===== src/rtl/serial_subtractor_if.sv =====
// Operand/result bundle for the bit-serial subtractor.
// The master side issues start with operands and observes the held result.
interface serial_subtractor_if #(
  parameter int WIDTH = 8
);
  logic             start;
  logic [WIDTH-1:0] a;
  logic [WIDTH-1:0] b;
  logic             busy;
  logic             done;
  logic [WIDTH-1:0] diff;
  logic             borrow_out;
  logic             overflow;

  modport master (
    output start, a, b,
    input  busy, done, diff, borrow_out, overflow
  );

  modport slave (
    input  start, a, b,
    output busy, done, diff, borrow_out, overflow
  );
endinterface


===== src/rtl/serial_subtractor.sv =====
// Bit-serial subtractor: computes a - b one bit per clock, LSB first,
// with the ripple borrow carried between bits in a single flop.
// Results (difference, unsigned borrow, signed overflow) are held until
// the next operation completes.
module serial_subtractor #(
  parameter int WIDTH = 8
) (
  input logic                clk1,
  input logic                rst_n,
  serial_subtractor_if.slave bus
);

  localparam int CW = (WIDTH > 1) ? $clog2(WIDTH) : 1;
  localparam logic [CW-1:0] LAST = CW'(WIDTH - 1);

  typedef enum logic [1:0] {
    IDLE,
    RUN,
    DONE
  } state_t;

  state_t state;
  state_t state_next;

  logic [WIDTH-1:0] a_sr;
  logic [WIDTH-1:0] b_sr;
  // Holds the WIDTH-1 difference bits produced so far; the final bit is
  // concatenated on top when the result is committed.
  logic [WIDTH-2:0] res_sr;
  logic             borrow;
  logic [CW-1:0]    cnt;
  logic             a_msb;
  logic             b_msb;
  logic [WIDTH-1:0] diff_q;
  logic             borrow_q;
  logic             overflow_q;

  logic             x;
  logic             y;
  logic             d;
  logic             bout;
  logic             last;
  logic [WIDTH-1:0] shift_next;

  // State register; reset abandons any operation in flight.
  always_ff @(posedge clk1 or negedge rst_n) begin
    if (!rst_n) begin
      state <= IDLE;
    end else begin
      state <= state_next;
    end
  end

  // Next-state logic: accept in IDLE, run WIDTH bits, one DONE cycle.
  always_comb begin
    state_next = state;
    case (state)
      IDLE:    if (bus.start) state_next = RUN;
      RUN:     if (last) state_next = DONE;
      DONE:    state_next = IDLE;
      default: state_next = IDLE;
    endcase
  end

  // Full-subtractor bit cell on the current LSBs plus the held borrow.
  always_comb begin
    x          = a_sr[0];
    y          = b_sr[0];
    d          = x ^ y ^ borrow;
    bout       = (~x & y) | (~(x ^ y) & borrow);
    last       = (state == RUN) && (cnt == LAST);
    shift_next = {d, res_sr};
  end

  // Datapath: capture operands, shift one bit per RUN cycle, commit result
  // on the last bit so outputs only change on the edge entering DONE.
  always_ff @(posedge clk1 or negedge rst_n) begin
    if (!rst_n) begin
      a_sr       <= '0;
      b_sr       <= '0;
      res_sr     <= '0;
      borrow     <= 1'b0;
      cnt        <= '0;
      a_msb      <= 1'b0;
      b_msb      <= 1'b0;
      diff_q     <= '0;
      borrow_q   <= 1'b0;
      overflow_q <= 1'b0;
    end else if (state == IDLE) begin
      if (bus.start) begin
        a_sr   <= bus.a;
        b_sr   <= bus.b;
        a_msb  <= bus.a[WIDTH-1];
        b_msb  <= bus.b[WIDTH-1];
        borrow <= 1'b0;
        cnt    <= '0;
      end
    end else if (state == RUN) begin
      a_sr   <= {1'b0, a_sr[WIDTH-1:1]};
      b_sr   <= {1'b0, b_sr[WIDTH-1:1]};
      res_sr <= shift_next[WIDTH-1:1];
      borrow <= bout;
      if (last) begin
        diff_q     <= shift_next;
        borrow_q   <= bout;
        overflow_q <= (a_msb != b_msb) && (d != a_msb);
      end else begin
        cnt <= cnt + 1'b1;
      end
    end
  end

  assign bus.busy       = (state != IDLE);
  assign bus.done       = (state == DONE);
  assign bus.diff       = diff_q;
  assign bus.borrow_out = borrow_q;
  assign bus.overflow   = overflow_q;

endmodule


===== src/flat_wrapper.sv =====
// flat-port wrapper written by rule: the top's interface ports become plain ports
module serial_subtractor_flat 
#(
  parameter int WIDTH = 8
)
  (clk1, rst_n, bus_start, bus_a, bus_b, bus_busy, bus_done, bus_diff, bus_borrow_out, bus_overflow);
  serial_subtractor_if #(.WIDTH(WIDTH)) bus_i ();
  input logic clk1;
  input logic rst_n;
  input wire logic [$bits(bus_i.start)-1:0] bus_start;
  input wire logic [$bits(bus_i.a)-1:0] bus_a;
  input wire logic [$bits(bus_i.b)-1:0] bus_b;
  output wire logic [$bits(bus_i.busy)-1:0] bus_busy;
  output wire logic [$bits(bus_i.done)-1:0] bus_done;
  output wire logic [$bits(bus_i.diff)-1:0] bus_diff;
  output wire logic [$bits(bus_i.borrow_out)-1:0] bus_borrow_out;
  output wire logic [$bits(bus_i.overflow)-1:0] bus_overflow;
  assign bus_i.start = bus_start;
  assign bus_i.a = bus_a;
  assign bus_i.b = bus_b;
  assign bus_busy = bus_i.busy;
  assign bus_done = bus_i.done;
  assign bus_diff = bus_i.diff;
  assign bus_borrow_out = bus_i.borrow_out;
  assign bus_overflow = bus_i.overflow;
  serial_subtractor #(.WIDTH(WIDTH)) u_core (.clk1(clk1), .rst_n(rst_n), .bus(bus_i));
endmodule

===== config.mk =====
export PLATFORM = sky130hd
export DESIGN_NAME = serial_subtractor_flat
export DESIGN_NICKNAME = d
export VERILOG_FILES = /design/src/rtl/serial_subtractor_if.sv /design/src/rtl/serial_subtractor.sv /design/src/flat_wrapper.sv
export SDC_FILE = /design/constraint.sdc
export NUM_CORES = 1
export LEC_CHECK = 0
export CAP_MARGIN = 30
export CORE_MARGIN = 4
export CORE_UTILIZATION = 47
export DETAILED_ROUTE_END_ITERATION = 10
export GPL_ROUTABILITY_DRIVEN = 0
export PLACE_DENSITY = 0.75
export SYNTH_ARGS = -nofsm -noshare
export SYNTH_HDL_FRONTEND = slang
export SYNTH_SLANG_ARGS = --single-unit
export TNS_END_PERCENT = 5

===== constraint.sdc =====
create_clock -name clk1 -period 1.6 [get_ports clk1]
set_clock_uncertainty 0.2 [all_clocks]
set_input_delay 0.32 -clock clk1 [delete_from_list [all_inputs] [get_ports clk1]]
set_output_delay 0.32 -clock clk1 [all_outputs]
set_load 0.02 [all_outputs]

Word level (Yosys, flattened, before mapping):

Cells that the tools add are included.

* register bits after elaboration: 41
* bits of input ports: 19
* output and inout port bits: 12
* word-level logic and storage cells: 55

* $add $sub $neg: 1
* equality and inequality tests: 8
* multiplexer cells: 16
* bitwise gates (word level): 8
* reductions and logical operators: 11

Operator list (number)
* $mux 8: 6
* $mux 3: 4
* $reduce_and 2->1: 4
* $reduce_and 3->1: 2
* $mux 2: 2
* $ne 2x2->1 const B: 2
* $pmux 2 s2: 1
* $reduce_bool 2->1: 2
* $add 3x1->3 const B: 1
* $eq 3x3->1 const B: 1
* $mux 1: 3
* $not 1->1: 3
* $and 1x1->1: 2
* $eq 2x1->1 const B: 1
* $eq 2x2->1 const B: 1
* $logic_and 1x1->1: 2
* $logic_not 2->1: 1
* $ne 1x1->1: 2
* $ne 2x1->1 const B: 1
* $xor 1x1->1: 2
* $or 1x1->1: 1

Depth between registers and ports, before layout:

* depth after elaboration: 6
* gate-level depth with buffers: 6
* depth with buffers taken out: 5

Worst setup path after synthesis:

Ideal clock, no wire load.

* path kind: reg-to-reg
* start: register u_core.cnt[0]
* end: register u_core.cnt[0]
* library setup time: 0.125 ns
* arrival: 1.374 ns
* setup slack: -0.099 ns
* cell stages (with the launch flop): 6
* path buffers: 0
* clock period less this slack: 1.699 ns
* cell sequence: dfrtp_1 > ha_1 > ha_1 > nor2b_1 > o21ba_4 > mux2_4

* longest elaborated chain between the ends: 4

RTL lines
* start: declaration: RTL line serial_subtractor.sv:31 `logic [CW-1:0] cnt;`
* start signal: assignment: RTL line serial_subtractor.sv:108 `cnt <= cnt + 1'b1;`
* $add 3x1->3 / $eq 3x3->1 (equally long branches): RTL line serial_subtractor.sv:108, serial_subtractor.sv:71
* $mux 3 / $logic_and 1x1->1 (equally long branches): RTL line serial_subtractor.sv:103, serial_subtractor.sv:71
* $mux 3 / $ne 2x2->1 (equally long branches)
* $mux 3 / $reduce_and 3->1 (equally long branches)

Several ways; a longest one is shown, not always the timed one. The select of a mux whose other input is x is not followed.
A chain may end at the register's enable or synchronous reset.

Final worst setup path:

* start: register u_core.cnt[1]
* end: register u_core.cnt[1]

The elaborated chain is that of the path after synthesis.

==> reports/results.txt <==
Via density -> 5.307
Outcome -> complete, but fails checks
Core Util, Final -> 0.6751
Most common cell after layout, fill and taps aside -> dfrtp_1
Final Hold Viols -> 0
Chip width -> 71.13 um
1st-pass router iterations -> 4
Worst hold path class -> in -> async
Leak Pwr -> 1.171 nW
Post-DP HPWL -> 2.930 mm
Via Count -> 1348
CTS max path bufs -> 2
Synthesis-stage register bit count -> 41
Net Count, Synth -> 176
Post-synthesis cell type count -> 26
# rows -> 22
Max cap viols -> 0
Final instance area -> 2527 um2
Worst-Skew Late Latency -> 290 ps
Clk Tree Root Cell -> clkbuf_8
Placed cell areas -> 2364 um2
Clk sinks -> 41
PwrDens -> 1803 nW/um2
Clock Pin Slew Worst Setup and Hold Paths -> 80 ps
Antenna-violating nets left -> 0
Most frequent cells in the layout -> 40 x dfrtp_1, 17 x clkdlybuf4s50_1, 16 x buf_4, 12 x nand2_1, 11 x o21ai_1
Crit Path Class -> reg -> reg
Crit. End Element -> flop
WL final -> 3.894 mm
Largest net degree at the start of global routing -> 25
CORE AREA -> 3744 um2
YS warnings -> 0
Failing checks -> setup timing
Vias in the first global route -> 1430
Initial antenna violation count -> 0
Mapped cell area -> 1873 um2
CTS tree -> done
CP Max Fanout -> 4
Slowest CP cell -> dfrtp_1
Final WS setup -> -75.80 ps
Post-synth EDFFs -> 0
Detailed-route wire length per cell -> 15.33 um
DR iter-0 viols -> 88
Syn avg cell area -> 12.16 um2
Max Freq -> 0.5967 GHz
Ys flop type -> dfrtp_1
Drt drc -> 0
Cell family with most CP delay -> flip-flops
Clock period minus worst slack -> 1676 ps
Setup violators final -> 9
Grt total ovfl -> 0
Sequential share of the synthesized area -> 0.5478
Final Max Tran Viols -> 0
Worst VDD drop -> 745.6 uV
Placed insts -> 243
Yosys top cell area share -> 0.5478
I/O pin count -> 31
Total track usage -> 0.1683
Unrepaired setup endpoints after global routing -> yes
Crit path cell chain -> ha_2 -> ha_4 -> nor2b_2 -> o21ba_4 -> mux2_4
Share of cells above drive strength 1 -> 0.3350
Cell taking the most area after synthesis -> dfrtp_1
Final nets -> 227
Chip height -> 71.13 um
TritonCTS buffer count -> 5
Top cells by area, synth -> dfrtp_1 55%, mux2_4 6.4%, a22oi_1 5.6%
N_diodes -> 0
Global-route wire length before repair -> 6.686 mm
Layout Cells excl Fill -> 254
Startpoint types -> flop
Full die area -> 5059 um2
Max_slew headroom -> 0.7236
Tightest Pin Transition -> 414.5 ps
Critical path data arrival time -> 1660 ps
Buf/Inv on CP -> 0
Async SR Flop Fraction -> 1.000
H-tree levels -> 2
Final clock period utilization by the worst path -> 1.047
Area Growth Syn to Fin -> 34.94%
IO buf count -> 30
Starting Density -> 0.5003
CP peak stage delay -> 390 ps
Worst Path Required -> 1580 ps
Cells after Synth -> 154
## path summary, 6_finish.rpt
path	start	endpoint	slack, ps	cells past startpoint
max	u_core.cnt[1]	u_core.cnt[1]	-80	5
min	rst_n	u_core.bus.diff[3]	280	2
max reg2reg	u_core.cnt[1]	u_core.cnt[1]	-80	5
min reg2reg	u_core.bus.borrow_out	u_core.bus.borrow_out	290	2
max in group asynchronous	rst_n	u_core.state[0]	430	3
min in group clk1	u_core.bus.borrow_out	u_core.bus.borrow_out	290	2
## timing repair
item	in CTS	in global routing
gates resized for setup	37	12
hold endpoints to repair	17	0
setup buffers	1	1
hold buffers	1	0
pin swaps	2	4
setup endpoints to repair	35	38
## through the flow
| step | hold slack, ps | TNS (ps) | setup slack, ps | total power (W) |
|---|---|---|---|---|
| final | 281.7 | -367.8 | -75.80 | 0.004557 |
| after global routing | 310.6 | -1107 | -110.1 | 0.004870 |
| after CTS | 288.3 | -630.1 | -79.51 | 0.004519 |
| after detailed placement | 77.99 | -4254 | -258.5 | 0.003854 |
| after global placement | 68.59 | -3213 | -188.3 | 0.003697 |
| after floorplan | -175.6 | -123.7 | -38.90 | 0.003018 |
## Yosys cell counts (all sizes together) (2+ instances only)
| cell type | instances |
|---|---|
| a21oi | 8 |
| a22oi | 14 |
| buf | 7 |
| clkbuf | 3 |
| dfrtp | 41 |
| ha | 2 |
| inv | 5 |
| mux2 | 20 |
| nand2 | 12 |
| nor2 | 2 |
| nor2b | 15 |
| o21ai | 18 |
## sequential cells by signal (all words and copies together) (netlist names), 2 cells and up
name / count
u_core.res_sr: 7
u_core.a_sr: 8
u_core.b_sr: 8
u_core.cnt: 3
u_core.bus.diff: 8
u_core.state: 2
## power by group
part           leakage [nW]  internal [W]  switching (W)  total [W]
Clock                0.0450      0.000302       0.000340   0.000642
Sequential            0.517       0.00149       0.000322    0.00181
Combinational         0.609       0.00119       0.000913    0.00210
## per-layer routing
layer | GRT usage | vias up | wire [um]
li1 | - | 642 | -
met1 | 0.2031 | 657 | 1600
met2 | 0.2832 | 42 | 2015
met3 | 0.04545 | 7 | 225
met4 | 0.07098 | 0 | 53
met5 | 0 | - | 0
## area by class of cell
type	count	area, um2
Clock inverter	2	10.01
Sequential cell	41	1027
Timing Repair Buffer	54	505.5
Inverter	5	18.77
Multi-Input combinational cell	98	833.3
Fill cell	287	1216
Clock buffer	6	72.57
Tap cell	48	60.06
## cell families (layout without fill, tap and decap cells)
kind of cell / after synthesis / in the layout / share of synthesized area
and+or+nand+nor: 31 / 31 / 0.09686
DFF: 41 / 41 / 0.5478
muxes: 20 / 20 / 0.1363
buffers and inverters: 15 / 67 / 0.04475
adders and majority gates: 3 / 3 / 0.02405
AOI/OAI and AO/OA: 44 / 44 / 0.1503
Power figures use the tool's default switching activity.
